### src/rtl/mem_access_unit_if.sv
// Bundle of the request, response and RAM signals of mem_access_unit.
//   slave  : view of the sequencer (receives req_*, mem_rdata_i; drives the rest)
//   master : view of the pipeline + RAM side (testbench or surrounding logic)
// Signal names keep the sequencer's point of view (_i into it, _o out of it).
interface mem_access_unit_if #(
    parameter int DATA_WIDTH = 32,
    parameter int ADDR_WIDTH = 32
);
    logic                  req_valid_i;
    logic                  req_ready_o;
    logic                  req_we_i;
    logic [2:0]            req_ctrl_i;
    logic [ADDR_WIDTH-1:0] req_addr_i;
    logic [DATA_WIDTH-1:0] req_wdata_i;
    logic                  resp_valid_o;
    logic                  resp_err_o;
    logic [DATA_WIDTH-1:0] resp_rdata_o;
    logic [ADDR_WIDTH-3:0] mem_addr_o;
    logic                  mem_re_o;
    logic                  mem_we_o;
    logic [DATA_WIDTH-1:0] mem_wdata_o;
    logic [DATA_WIDTH-1:0] mem_rdata_i;

    modport slave (
        input  req_valid_i, req_we_i, req_ctrl_i, req_addr_i, req_wdata_i, mem_rdata_i,
        output req_ready_o, resp_valid_o, resp_err_o, resp_rdata_o,
               mem_addr_o, mem_re_o, mem_we_o, mem_wdata_o
    );

    modport master (
        output req_valid_i, req_we_i, req_ctrl_i, req_addr_i, req_wdata_i, mem_rdata_i,
        input  req_ready_o, resp_valid_o, resp_err_o, resp_rdata_o,
               mem_addr_o, mem_re_o, mem_we_o, mem_wdata_o
    );
endinterface

### src/rtl/mem_access_unit.sv
// Multi-cycle load/store sequencer between the MEM stage and a word-wide RAM.
// One access in flight at a time; sub-word stores are done as read-modify-write,
// loads are sign/zero-extended, misaligned/illegal accesses respond with an error
// and never touch the RAM.
// Ports:
//   clk_i  : clock, all state on rising edge
//   rst_i  : synchronous active-high reset
//   bus    : mem_access_unit_if.slave (request, response, RAM strobes/data)
// Only DATA_WIDTH = 32 (4 little-endian byte lanes) is supported.
module mem_access_unit #(
    parameter int DATA_WIDTH = 32,
    parameter int ADDR_WIDTH = 32
) (
    input  logic                clk_i,
    input  logic                rst_i,
    mem_access_unit_if.slave    bus
);
    typedef enum logic [2:0] {IDLE, READ, WAIT, WRITE, RESP} state_t;

    state_t                state_q;
    logic                  we_q;
    logic [2:0]            ctrl_q;
    logic [ADDR_WIDTH-1:0] addr_q;
    logic [DATA_WIDTH-1:0] sdata_q;   // store data latched at accept
    logic                  ready_q;
    logic                  re_q;
    logic                  mwe_q;
    logic [DATA_WIDTH-1:0] mwdata_q;
    logic                  valid_q;
    logic                  err_q;
    logic [DATA_WIDTH-1:0] rdata_q;

    logic                  req_err_d;
    logic [DATA_WIDTH-1:0] load_d;
    logic [DATA_WIDTH-1:0] merged_d;
    logic [7:0]            byte_sel;
    logic [15:0]           half_sel;

    // Access legality of the incoming request, judged at accept time.
    always_comb begin
        req_err_d = 1'b0;
        case (bus.req_ctrl_i)
            3'b000, 3'b100: req_err_d = 1'b0;
            3'b001, 3'b101: req_err_d = bus.req_addr_i[0];
            3'b010:         req_err_d = (bus.req_addr_i[1:0] != 2'b00);
            default:        req_err_d = 1'b1;
        endcase
        // Unsigned variants have no meaning for stores.
        if (bus.req_we_i && bus.req_ctrl_i[2])
            req_err_d = 1'b1;
    end

    // Lane extraction/extension for loads and lane merge for sub-word stores,
    // both working on the word arriving from the RAM during WAIT.
    always_comb begin
        byte_sel = bus.mem_rdata_i[{addr_q[1:0], 3'b000} +: 8];
        half_sel = bus.mem_rdata_i[{addr_q[1], 4'b0000} +: 16];
        case (ctrl_q)
            3'b000:  load_d = {{24{byte_sel[7]}}, byte_sel};
            3'b001:  load_d = {{16{half_sel[15]}}, half_sel};
            3'b100:  load_d = {24'd0, byte_sel};
            3'b101:  load_d = {16'd0, half_sel};
            default: load_d = bus.mem_rdata_i;
        endcase
        merged_d = bus.mem_rdata_i;
        if (ctrl_q[1:0] == 2'b00)
            merged_d[{addr_q[1:0], 3'b000} +: 8] = sdata_q[7:0];
        else
            merged_d[{addr_q[1], 4'b0000} +: 16] = sdata_q[15:0];
    end

    always_ff @(posedge clk_i) begin
        if (rst_i) begin
            // Dropping everything here also discards a pending RMW write.
            state_q  <= IDLE;
            we_q     <= 1'b0;
            ctrl_q   <= 3'b000;
            addr_q   <= '0;
            sdata_q  <= '0;
            ready_q  <= 1'b1;
            re_q     <= 1'b0;
            mwe_q    <= 1'b0;
            mwdata_q <= '0;
            valid_q  <= 1'b0;
            err_q    <= 1'b0;
            rdata_q  <= '0;
        end else begin
            case (state_q)
                IDLE: begin
                    if (bus.req_valid_i) begin
                        we_q    <= bus.req_we_i;
                        ctrl_q  <= bus.req_ctrl_i;
                        addr_q  <= bus.req_addr_i;
                        sdata_q <= bus.req_wdata_i;
                        ready_q <= 1'b0;
                        if (req_err_d) begin
                            valid_q <= 1'b1;
                            err_q   <= 1'b1;
                            state_q <= RESP;
                        end else if (bus.req_we_i && bus.req_ctrl_i == 3'b010) begin
                            mwe_q    <= 1'b1;
                            mwdata_q <= bus.req_wdata_i;
                            state_q  <= WRITE;
                        end else begin
                            re_q    <= 1'b1;
                            state_q <= READ;
                        end
                    end
                end
                READ: begin
                    re_q    <= 1'b0;
                    state_q <= WAIT;
                end
                WAIT: begin
                    if (we_q) begin
                        mwe_q    <= 1'b1;
                        mwdata_q <= merged_d;
                        state_q  <= WRITE;
                    end else begin
                        rdata_q <= load_d;
                        valid_q <= 1'b1;
                        state_q <= RESP;
                    end
                end
                WRITE: begin
                    mwe_q    <= 1'b0;
                    mwdata_q <= '0;
                    valid_q  <= 1'b1;
                    state_q  <= RESP;
                end
                RESP: begin
                    valid_q <= 1'b0;
                    err_q   <= 1'b0;
                    rdata_q <= '0;
                    ready_q <= 1'b1;
                    state_q <= IDLE;
                end
                default: state_q <= IDLE;
            endcase
        end
    end

    assign bus.req_ready_o  = ready_q;
    assign bus.resp_valid_o = valid_q;
    assign bus.resp_err_o   = err_q;
    assign bus.resp_rdata_o = rdata_q;
    assign bus.mem_addr_o   = addr_q[ADDR_WIDTH-1:2];
    assign bus.mem_re_o     = re_q;
    assign bus.mem_we_o     = mwe_q;
    assign bus.mem_wdata_o  = mwdata_q;
endmodule

### src/flat_wrapper.sv
// flat-port wrapper written by rule: the top's interface ports become plain ports
module mem_access_unit_flat 
#(
    parameter int DATA_WIDTH = 32,
    parameter int ADDR_WIDTH = 32
)
  (clk_i, rst_i, bus_req_valid_i, bus_req_we_i, bus_req_ctrl_i, bus_req_addr_i, bus_req_wdata_i, bus_mem_rdata_i, bus_req_ready_o, bus_resp_valid_o, bus_resp_err_o, bus_resp_rdata_o, bus_mem_addr_o, bus_mem_re_o, bus_mem_we_o, bus_mem_wdata_o);
  mem_access_unit_if #(.DATA_WIDTH(DATA_WIDTH), .ADDR_WIDTH(ADDR_WIDTH)) bus_i ();
  input  logic clk_i;
  input  logic rst_i;
  input wire logic [$bits(bus_i.req_valid_i)-1:0] bus_req_valid_i;
  input wire logic [$bits(bus_i.req_we_i)-1:0] bus_req_we_i;
  input wire logic [$bits(bus_i.req_ctrl_i)-1:0] bus_req_ctrl_i;
  input wire logic [$bits(bus_i.req_addr_i)-1:0] bus_req_addr_i;
  input wire logic [$bits(bus_i.req_wdata_i)-1:0] bus_req_wdata_i;
  input wire logic [$bits(bus_i.mem_rdata_i)-1:0] bus_mem_rdata_i;
  output wire logic [$bits(bus_i.req_ready_o)-1:0] bus_req_ready_o;
  output wire logic [$bits(bus_i.resp_valid_o)-1:0] bus_resp_valid_o;
  output wire logic [$bits(bus_i.resp_err_o)-1:0] bus_resp_err_o;
  output wire logic [$bits(bus_i.resp_rdata_o)-1:0] bus_resp_rdata_o;
  output wire logic [$bits(bus_i.mem_addr_o)-1:0] bus_mem_addr_o;
  output wire logic [$bits(bus_i.mem_re_o)-1:0] bus_mem_re_o;
  output wire logic [$bits(bus_i.mem_we_o)-1:0] bus_mem_we_o;
  output wire logic [$bits(bus_i.mem_wdata_o)-1:0] bus_mem_wdata_o;
  assign bus_i.req_valid_i = bus_req_valid_i;
  assign bus_i.req_we_i = bus_req_we_i;
  assign bus_i.req_ctrl_i = bus_req_ctrl_i;
  assign bus_i.req_addr_i = bus_req_addr_i;
  assign bus_i.req_wdata_i = bus_req_wdata_i;
  assign bus_i.mem_rdata_i = bus_mem_rdata_i;
  assign bus_req_ready_o = bus_i.req_ready_o;
  assign bus_resp_valid_o = bus_i.resp_valid_o;
  assign bus_resp_err_o = bus_i.resp_err_o;
  assign bus_resp_rdata_o = bus_i.resp_rdata_o;
  assign bus_mem_addr_o = bus_i.mem_addr_o;
  assign bus_mem_re_o = bus_i.mem_re_o;
  assign bus_mem_we_o = bus_i.mem_we_o;
  assign bus_mem_wdata_o = bus_i.mem_wdata_o;
  mem_access_unit #(.DATA_WIDTH(DATA_WIDTH), .ADDR_WIDTH(ADDR_WIDTH)) u_core (.clk_i(clk_i), .rst_i(rst_i), .bus(bus_i));
endmodule
### config.mk
export PLATFORM = sky130hd
export DESIGN_NAME = mem_access_unit_flat
export DESIGN_NICKNAME = d
export VERILOG_FILES = /design/src/rtl/mem_access_unit_if.sv /design/src/rtl/mem_access_unit.sv /design/src/flat_wrapper.sv
export SDC_FILE = /design/constraint.sdc
export NUM_CORES = 1
export LEC_CHECK = 0
export ABC_AREA = 0
export CORE_ASPECT_RATIO = 0.7
export CORE_MARGIN = 3
export CORE_UTILIZATION = 40
export CTS_CLUSTER_DIAMETER = 40
export DETAILED_ROUTE_END_ITERATION = 6
export HOLD_SLACK_MARGIN = 0.08
export PLACE_DENSITY = 0.83
export SYNTH_ARGS = -nofsm -noshare
export SYNTH_HDL_FRONTEND = slang
export SYNTH_SLANG_ARGS = --single-unit
### constraint.sdc
create_clock -name clk_i -period 2.4 [get_ports clk_i]
set_clock_uncertainty 0.2 [all_clocks]
set_input_delay 0.72 -clock clk_i [delete_from_list [all_inputs] [get_ports clk_i]]
set_output_delay 0.72 -clock clk_i [all_outputs]
set_load 0.03 [all_outputs]
# After elaboration in Yosys (flattened, before gate mapping)
# Index checks and enable logic that the tools add are counted.
# totals
register_bits	124
input_bits	103
output_inout_bits	99
word_cells	93
# classes
n_addsub	2
eq_ne	18
shift	6
muxes	34
reduce_logical	21
# op_table
cell	count
2-to-1 mux 32 bit	6
case mux 32 bit (4 select lines)	1
case mux 32 bit (3 select lines)	1
bitwise mux 32 bit	2
case mux 32 bit (2 select lines)	1
variable shift 16 x 7 -> 32 bit (first input constant)	1
variable shift 8 x 7 -> 32 bit (first input constant)	1
variable part select 16 x 7 -> 32 bit	1
variable part select 32 x 6 -> 16 bit	1
variable part select 32 x 6 -> 8 bit	1
variable part select 8 x 7 -> 32 bit	1
== test 3 bit (second input constant)	5
negator 5 -> 7 bit	2
2-to-1 mux 1 bit	12
case mux 3 bit (4 select lines)	1
== test 3 x 1 -> 1 bit (second input constant)	3
== test 3 x 2 -> 1 bit (second input constant)	3
logical NOT 3 bit	3
2-to-1 mux 3 bit	3
!= test 2 bit (second input constant)	4
AND reduction 4 bit	2
nonzero test 2 bit	4
!= test 2 x 1 -> 1 bit (second input constant)	3
case mux 1 bit (2 select lines)	3
other kinds (11)	16

# Longest topological paths before layout
# Gate-level depths: netlist of run 1.
# depth
ltp_word	7
ltp_mapped	10
mapped_depth_nobuf	6

# Worst setup path before layout of run 1
# Ideal clock, no wire load.
# synth_timing
path_kind	input-to-reg
start	input bus_req_valid_i
end	register u_core.mwdata_q[16], in the netlist u_core.bus.mem_wdata_o[16]
setup_time_ps	134
t_arrival_ps	2079
required_time_ps	2066
setup_slack_ps	-13
stages	7
n_path_buf	3
path_cell_list	or4b_1 > buf_2 > nor4_4 > or2_1 > buf_2 > buf_4 > a211oi_1
# synth_via
elab_chain_len	2
# synth_lines
item	line	rtl
from (decl)	flat_wrapper.sv:11	input wire logic [$bits(bus_i.req_valid_i)-1:0] bus_req_valid_i;
!= test 2 bit (no source line)	--	
AND reduction 5 bit (no source line)	--	
to (signal assigned)	mem_access_unit.sv:102	mwdata_q <= bus.req_wdata_i;
to (signal assigned)	mem_access_unit.sv:117	mwdata_q <= merged_d;
to (decl)	mem_access_unit.sv:28	logic [DATA_WIDTH-1:0] mwdata_q;
# Every way passes these cells.
# A chain may end at the register's enable or synchronous reset.

# Final worst setup path of run 1
# layout_timing
start	register u_core.rdata_q[17], in the netlist u_core.bus.resp_rdata_o[17]
end	output bus_resp_rdata_o[17]
# layout_rtl
item	line	rtl
from (decl)	mem_access_unit.sv:31	logic [DATA_WIDTH-1:0] rdata_q;
from (signal assigned)	mem_access_unit.sv:120	rdata_q <= load_d;
to (decl)	flat_wrapper.sv:20	output wire logic [$bits(bus_i.resp_rdata_o)-1:0] bus_resp_rdata_o;
# No word-level cell between the ends.

==> results.cfg, run 1 <==
[placed_design]
place_hpwl_um = 16100
place_congestion = 0.924
portBuffers = 201

[clocking]
clk_latency_ns = 0.43
clockBufferDepth = 2
cts_tree = done
cts_hold_buf = 0
numCtsBuffers = 17
cts_htree_levels = 4
clock_sink_count = 124
clkTransAtPathRegs_ns = 0.06
root_buffer = clkbuf_16

[yosys]
synthCells = 798
netlist_area_mm2 = 0.00652
yosysMostFrequentCell = dfxtp_1
ys_warn_count = 0
avgSynthCellArea_um2 = 8.17
ys_types = 45
synth-edff-count = 0
synthesis.nets = 906
yosysSeqAreaShare = 0.381
synth_area_leader_cell = dfxtp_1
ys_ff_latch = 124
synth_common_cells = dfxtp_1, a21oi_1, nand2_1
synth_top_area_frac = 0.381
synth_area_leaders = dfxtp_1, a21oi_1, nand2_1
ys_async_sr_fraction = 0
synthFlopType = dfxtp_1

[min_path]
min_from = u_core.addr_q[21]
holdPathStages = 2
min_path_type = flop to flop
hold_end = u_core.addr_q[21]

[setup_path]
crit_chain = clkdlybuf4s50_1
critPathRequiredTime_ns = 1.48
cp-end-kind = output port
slowest_stage = clkdlybuf4s50_1
r2r_slack_ns = 0.14
cp.arrival_ns = 1.44
critPathMaxStageDelay_ns = 0.68
crit_type = flop to output port
crit_family = buffers and inverters
r2r_start = u_core.state_q[1]
path_max_fanout = 2
rr_endpoint = u_core.bus.resp_rdata_o[22]
critPathBufInv = 1
reg2regPathDepth = 6
worst_setup_path_start_kind = flop

[detailed_routing]
antenna_left = 0
num_vias = 6748
avgViaCountPerCell = 5.64
drt-total-wl_um = 22800
drc = 0
wl_per_cell_um = 19.1
firstDrtPassIters = 5
first_iter_violations = 738

[global_routing]
grt_pass1_wl_um = 35300
grt_max_degree = 58
gr-total-overflow = 0
grt_pass1_vias = 6502
antenna_found_initial = 0
gr-usage-all-layers = 0.251

[floorplan]
fp.dieW_um = 159
die_h_um = 113
pin_count = 202
die-area_mm2 = 0.0179
num_rows = 38
coreArea_mm2 = 0.0157
start_util = 0.414

[finish]
utilization = 0.599
drive_gt1_frac = 0.108
num-nets-final = 1073
nFillCells = 1330
area_growth_pct = 44.5
diodes = 0

[pwr]
ir_drop_uv = 460
p_per_area_mw_per_mm2 = 620
finalPower_uw = 5840
leakage_uw = 0.00418

[flow_run]
drv_cap = 0

[sta]
fin_crit_sh = 0.984
post-route-min-period_ns = 2.36
fmax_mhz = 423
slew_violations = 0
setup_viol = 0
hold_viol = 0
max_slew_margin = 0.537
tightest_slew_ns = 0.694

[run_status]
outcome = finished, final reports clean
## area by class of cell
| cell class | instances | area (um^2) | area share |
|---|---|---|---|
| Multi-Input combinational cell | 524 | 3360 | 0.357 |
| Timing Repair Buffer | 253 | 2580 | 0.274 |
| Sequential cell | 124 | 2480 | 0.264 |
| Clock buffer | 23 | 488 | 0.0518 |
| Tap cell | 220 | 275 | 0.0292 |
| Inverter | 45 | 169 | 0.0179 |
| Clock inverter | 7 | 65.1 | 0.00691 |
## routing by layer
layer	part of all wire	global-route usage	vias to the layer above	wire (um)
met5	0	0	-	0
met4	0.016	0.0670	0	364
met3	0.12	0.0784	31	2660
met2	0.43	0.376	389	9890
met1	0.43	0.350	3160	9910
li1	-	-	3168	-
## cells in the final DEF, fill, tap and decap left out, drive strengths merged, types with 2 or more instances in the layout
cell type,n
clkbuf,23
o22ai,12
a221oi,11
o221ai,32
nor4,3
nor3,35
clkinv,4
dfxtp,124
a21o,16
nand2b,6
or2,3
ha,5
or3b,3
nand4bb,4
dlygate4sd2,16
clkdlybuf4s50,156
inv,45
mux2i,35
dlymetal6s2s,28
mux2,9
nand2,114
a21oi,121
clkinvlp,2
a211oi,38
a221o,18
nor2,7
o21a,3
buf,52
nor2b,33
## repair_timing
action | 4_1_cts | 5_1_grt
buffers inserted | 2 | 0
pin swaps | 4 | 0
gates resized for setup | 19 | 31
cloned | 2 | 0
setup endpoints to repair | 48 | 52
## cell families after synthesis
kind of cell,synth area share
compound gates,0.265
fa+ha+maj,0.00960
buf+inv,0.109
flops,0.381
mux,0.0727
simple gates,0.163
## worst max-delay path by stage
stage                                       endpoint  slack (ns)                   startpoint  depth (start not counted)
final                           bus_resp_rdata_o[17]        0.04  u_core.bus.resp_rdata_o[17]                          1
after floorplan           u_core.bus.mem_wdata_o[16]       -0.01              bus_req_valid_i                          7
after global routing             bus_mem_wdata_o[14]      -0.002   u_core.bus.mem_wdata_o[14]                          1
after CTS                        bus_mem_wdata_o[18]      0.0009   u_core.bus.mem_wdata_o[18]                          1
after detailed placement  u_core.bus.mem_wdata_o[28]       -0.68              bus_req_valid_i                          7
after global placement     u_core.bus.mem_wdata_o[9]       -0.63              bus_req_valid_i                          7
## state kept, by name, summed over array words and instances, names as in the netlist
register and flops:
u_core.bus.resp_valid_o 1, u_core.bus.mem_wdata_o 32, u_core.bus.mem_re_o 1, u_core.sdata_q 16
u_core.we_q 1, u_core.bus.resp_err_o 1, u_core.ctrl_q 3, u_core.state_q 3
u_core.addr_q 32, u_core.bus.mem_we_o 1, u_core.bus.resp_rdata_o 32, u_core.bus.req_ready_o 1
## stage by stage
stage	hold slack (ns)	cell area, um^2	setup TNS (ns)	cells	worst slack [ns]
final	0.251	9420	0	1196	0.0385
after global routing	0.266	9420	-0.00205	1196	-0.00205
after CTS	0.256	9340	0	1196	0.000911
after detailed placement	0.242	8720	-46.82	1162	-0.679
after global placement	0.235	8720	-43.34	1162	-0.628
after floorplan	0.237	6520	-0.380	798	-0.0133
## report_power, final
group / total, uW / leakage [uW] / internal (uW) / switching [uW]
clock network: 2450 / 0.000271 / 1510 / 932
logic: 1180 / 0.00290 / 528 / 655
registers: 2220 / 0.00101 / 2150 / 68.9
total: 5840 / 0.00418 / 4190 / 1660
No activity file was read; power rests on OpenSTA's default activity.
==> run 2, diff against run 1 <==
==> constraint.sdc (replaced) <==
create_clock -name clk_i -period 2.13 [get_ports clk_i]
set_clock_uncertainty 0.2 [all_clocks]
set_input_delay 0.639 -clock clk_i [delete_from_list [all_inputs] [get_ports clk_i]]
set_output_delay 0.639 -clock clk_i [all_outputs]
set_load 0.03 [all_outputs]
==> run 2 against run 1 <==
- the run now ends with setup timing left
- sequential power up 12%
- non-clock buffer count grew 29
- core utilization increased by 2.1 points
- clock power up 31%
- power up 21%
- wire length grew 6.0%
- count of clock-buffer cells in the layout is 3 lower
- global-route usage grew 0.76 points
- critical path depth increased by 5
- design area is 3.5% higher
- largest power group unchanged
==> results.cfg, run 2 (synthesis results as in run 1) <==
[floorplan]
pin_count = 202
coreArea_mm2 = 0.0157
fp.dieW_um = 159
die_h_um = 113
start_util = 0.414
num_rows = 38
die-area_mm2 = 0.0179

[detailed_routing]
first_iter_violations = 696
drt-total-wl_um = 24200
drc = 0
antenna_left = 0
num_vias = 7027
avgViaCountPerCell = 5.73
wl_per_cell_um = 19.7
firstDrtPassIters = 7

[sta]
post-route-min-period_ns = 2.18
hold_viol = 0
fmax_mhz = 459
setup_slack_ns = -0.0477
tightest_slew_ns = 0.615
setup_viol = 32
max_slew_margin = 0.590
fin_crit_sh = 1.02
slew_violations = 0
grt_setup_unrepaired = true

[placed_design]
portBuffers = 201
place_congestion = 0.931
dpl-instance-area_mm2 = 0.00890
place_hpwl_um = 16200

[global_routing]
gr-total-overflow = 0
grt_pass1_wl_um = 36400
grt_pass1_vias = 6581
grt_max_degree = 53
antenna_found_initial = 1
gr-usage-all-layers = 0.258

[run_status]
failed_checks = setup timing
outcome = complete, but fails checks

[setup_path]
crit_type = flop to flop
cp.arrival_ns = 2.25
r2r_start = u_core.state_q[1]
rr_endpoint = u_core.bus.mem_wdata_o[10]
worst_setup_path_start_kind = flop
critPathRequiredTime_ns = 2.20
reg2regPathDepth = 6
path_max_fanout = 8
cp-end-kind = flop
r2r_slack_ns = -0.05

[pwr]
leakage_uw = 0.00431
pwr-share-comb = 0.197
intPower_uw = 5090
power.switching_uw = 2000
p_seq_frac = 0.350
switching_share = 0.282
power_frac_clock = 0.453
ir_drop_uv = 474
p_per_area_mw_per_mm2 = 728

[finish]
utilization = 0.619
area_growth_pct = 49.5
drive_gt1_frac = 0.154
diodes = 0
final_common_cell = dfxtp_1
num-nets-final = 1102
mostFrequentLayoutCells = dfxtp_1, a21oi_1, nand2_1
finish.instance_area_mm2 = 0.00975

[clocking]
numCtsBuffers = 17
clockBufferDepth = 2
clkTransAtPathRegs_ns = 0.06
cts_hold_buf = 0
clk_latency_ns = 0.42
cts_tree = done
root_buffer = clkbuf_16
clock_sink_count = 124
cts_htree_levels = 4

[min_path]
holdPathStages = 1
min_path_type = flop to flop
min_from = u_core.bus.resp_rdata_o[15]
hold_end = u_core.bus.resp_rdata_o[15]

[flow_run]
drv_cap = 0
## run 2: cell count changes in the layout (fill, tap and decap cells not counted), sizes merged, moves of 3 or more
cell	change
clkdlybuf4s50	-62
dlymetal6s2s	-25
buf	+29
dlygate4sd2	+85
bufinv	+3
## run 2: worst max path at each step
stage | slack, ns | end | start | cells after the start
floorplan | -0.19 | u_core.bus.mem_wdata_o[16] | bus_req_valid_i | 7
global placement | -0.70 | u_core.bus.mem_wdata_o[25] | bus_req_valid_i | 6
detailed placement | -0.77 | u_core.bus.mem_wdata_o[2] | bus_req_valid_i | 6
CTS | 0.008 | u_core.bus.mem_wdata_o[6] | bus_req_ctrl_i[0] | 8
global route | -0.08 | u_core.bus.mem_wdata_o[10] | u_core.state_q[1] | 6
finish | -0.05 | u_core.bus.mem_wdata_o[10] | u_core.state_q[1] | 6
## run 2: stage by stage
step           instances  TNS (ns)  setup slack [ns]  total power, uW  hold WS, ns
2_1_floorplan        798     -5.76            -0.188             3300        0.237
3_3_place_gp        1180    -52.41            -0.696             3870        0.236
3_5_place_dp        1180    -57.47            -0.773             3890        0.238
4_1_cts             1226         0           0.00778             7040        0.247
5_1_grt             1227     -2.18           -0.0829             7310        0.266
6_report            1227     -1.09           -0.0477             7100        0.246
## run 2: metal layers
layer,wire length [um],vias to the layer above,GRT usage
li1,-,3228,-
met1,10400,3296,0.365
met2,10800,453,0.402
met3,2700,48,0.0558
met4,349,2,0.0659
met5,8,-,0
## run 2: repair_timing
action / 4_1_cts / 5_1_grt
buffers inserted: 10 / 4
gates cloned: 5 / 2
resized for setup: 118 / 23
hold endpoints to repair: 0 / 0
setup endpoints to repair: 146 / 57
pin swaps: 12 / 10
## run 2: area by class of cell
type	count	area, um^2
Clock buffer	20	467
Clock inverter	12	185
Fill cell	1316	5990
Inverter	45	169
Multi-Input combinational cell	524	3450
Sequential cell	124	2490
Tap cell	220	275
Timing Repair Buffer	282	2710
## run 2: power groups by stage
stage	Clock, uW	Sequential [uW]	Combinational, uW
floorplan	0	2560	744
detailed placement	0	2540	1350
global placement	0	2530	1340
global route	3330	2500	1480
CTS	3220	2480	1330
finish	3210	2490	1400
## run 2: worst max-delay path, cell delays in order, from the launching register on
cell,delay [ns]
dfxtp_4,0.36
or4b_4,0.56
nor4_4,0.29
buf_4,0.17
or2_4,0.21
buf_8,0.16
a211oi_1,0.08
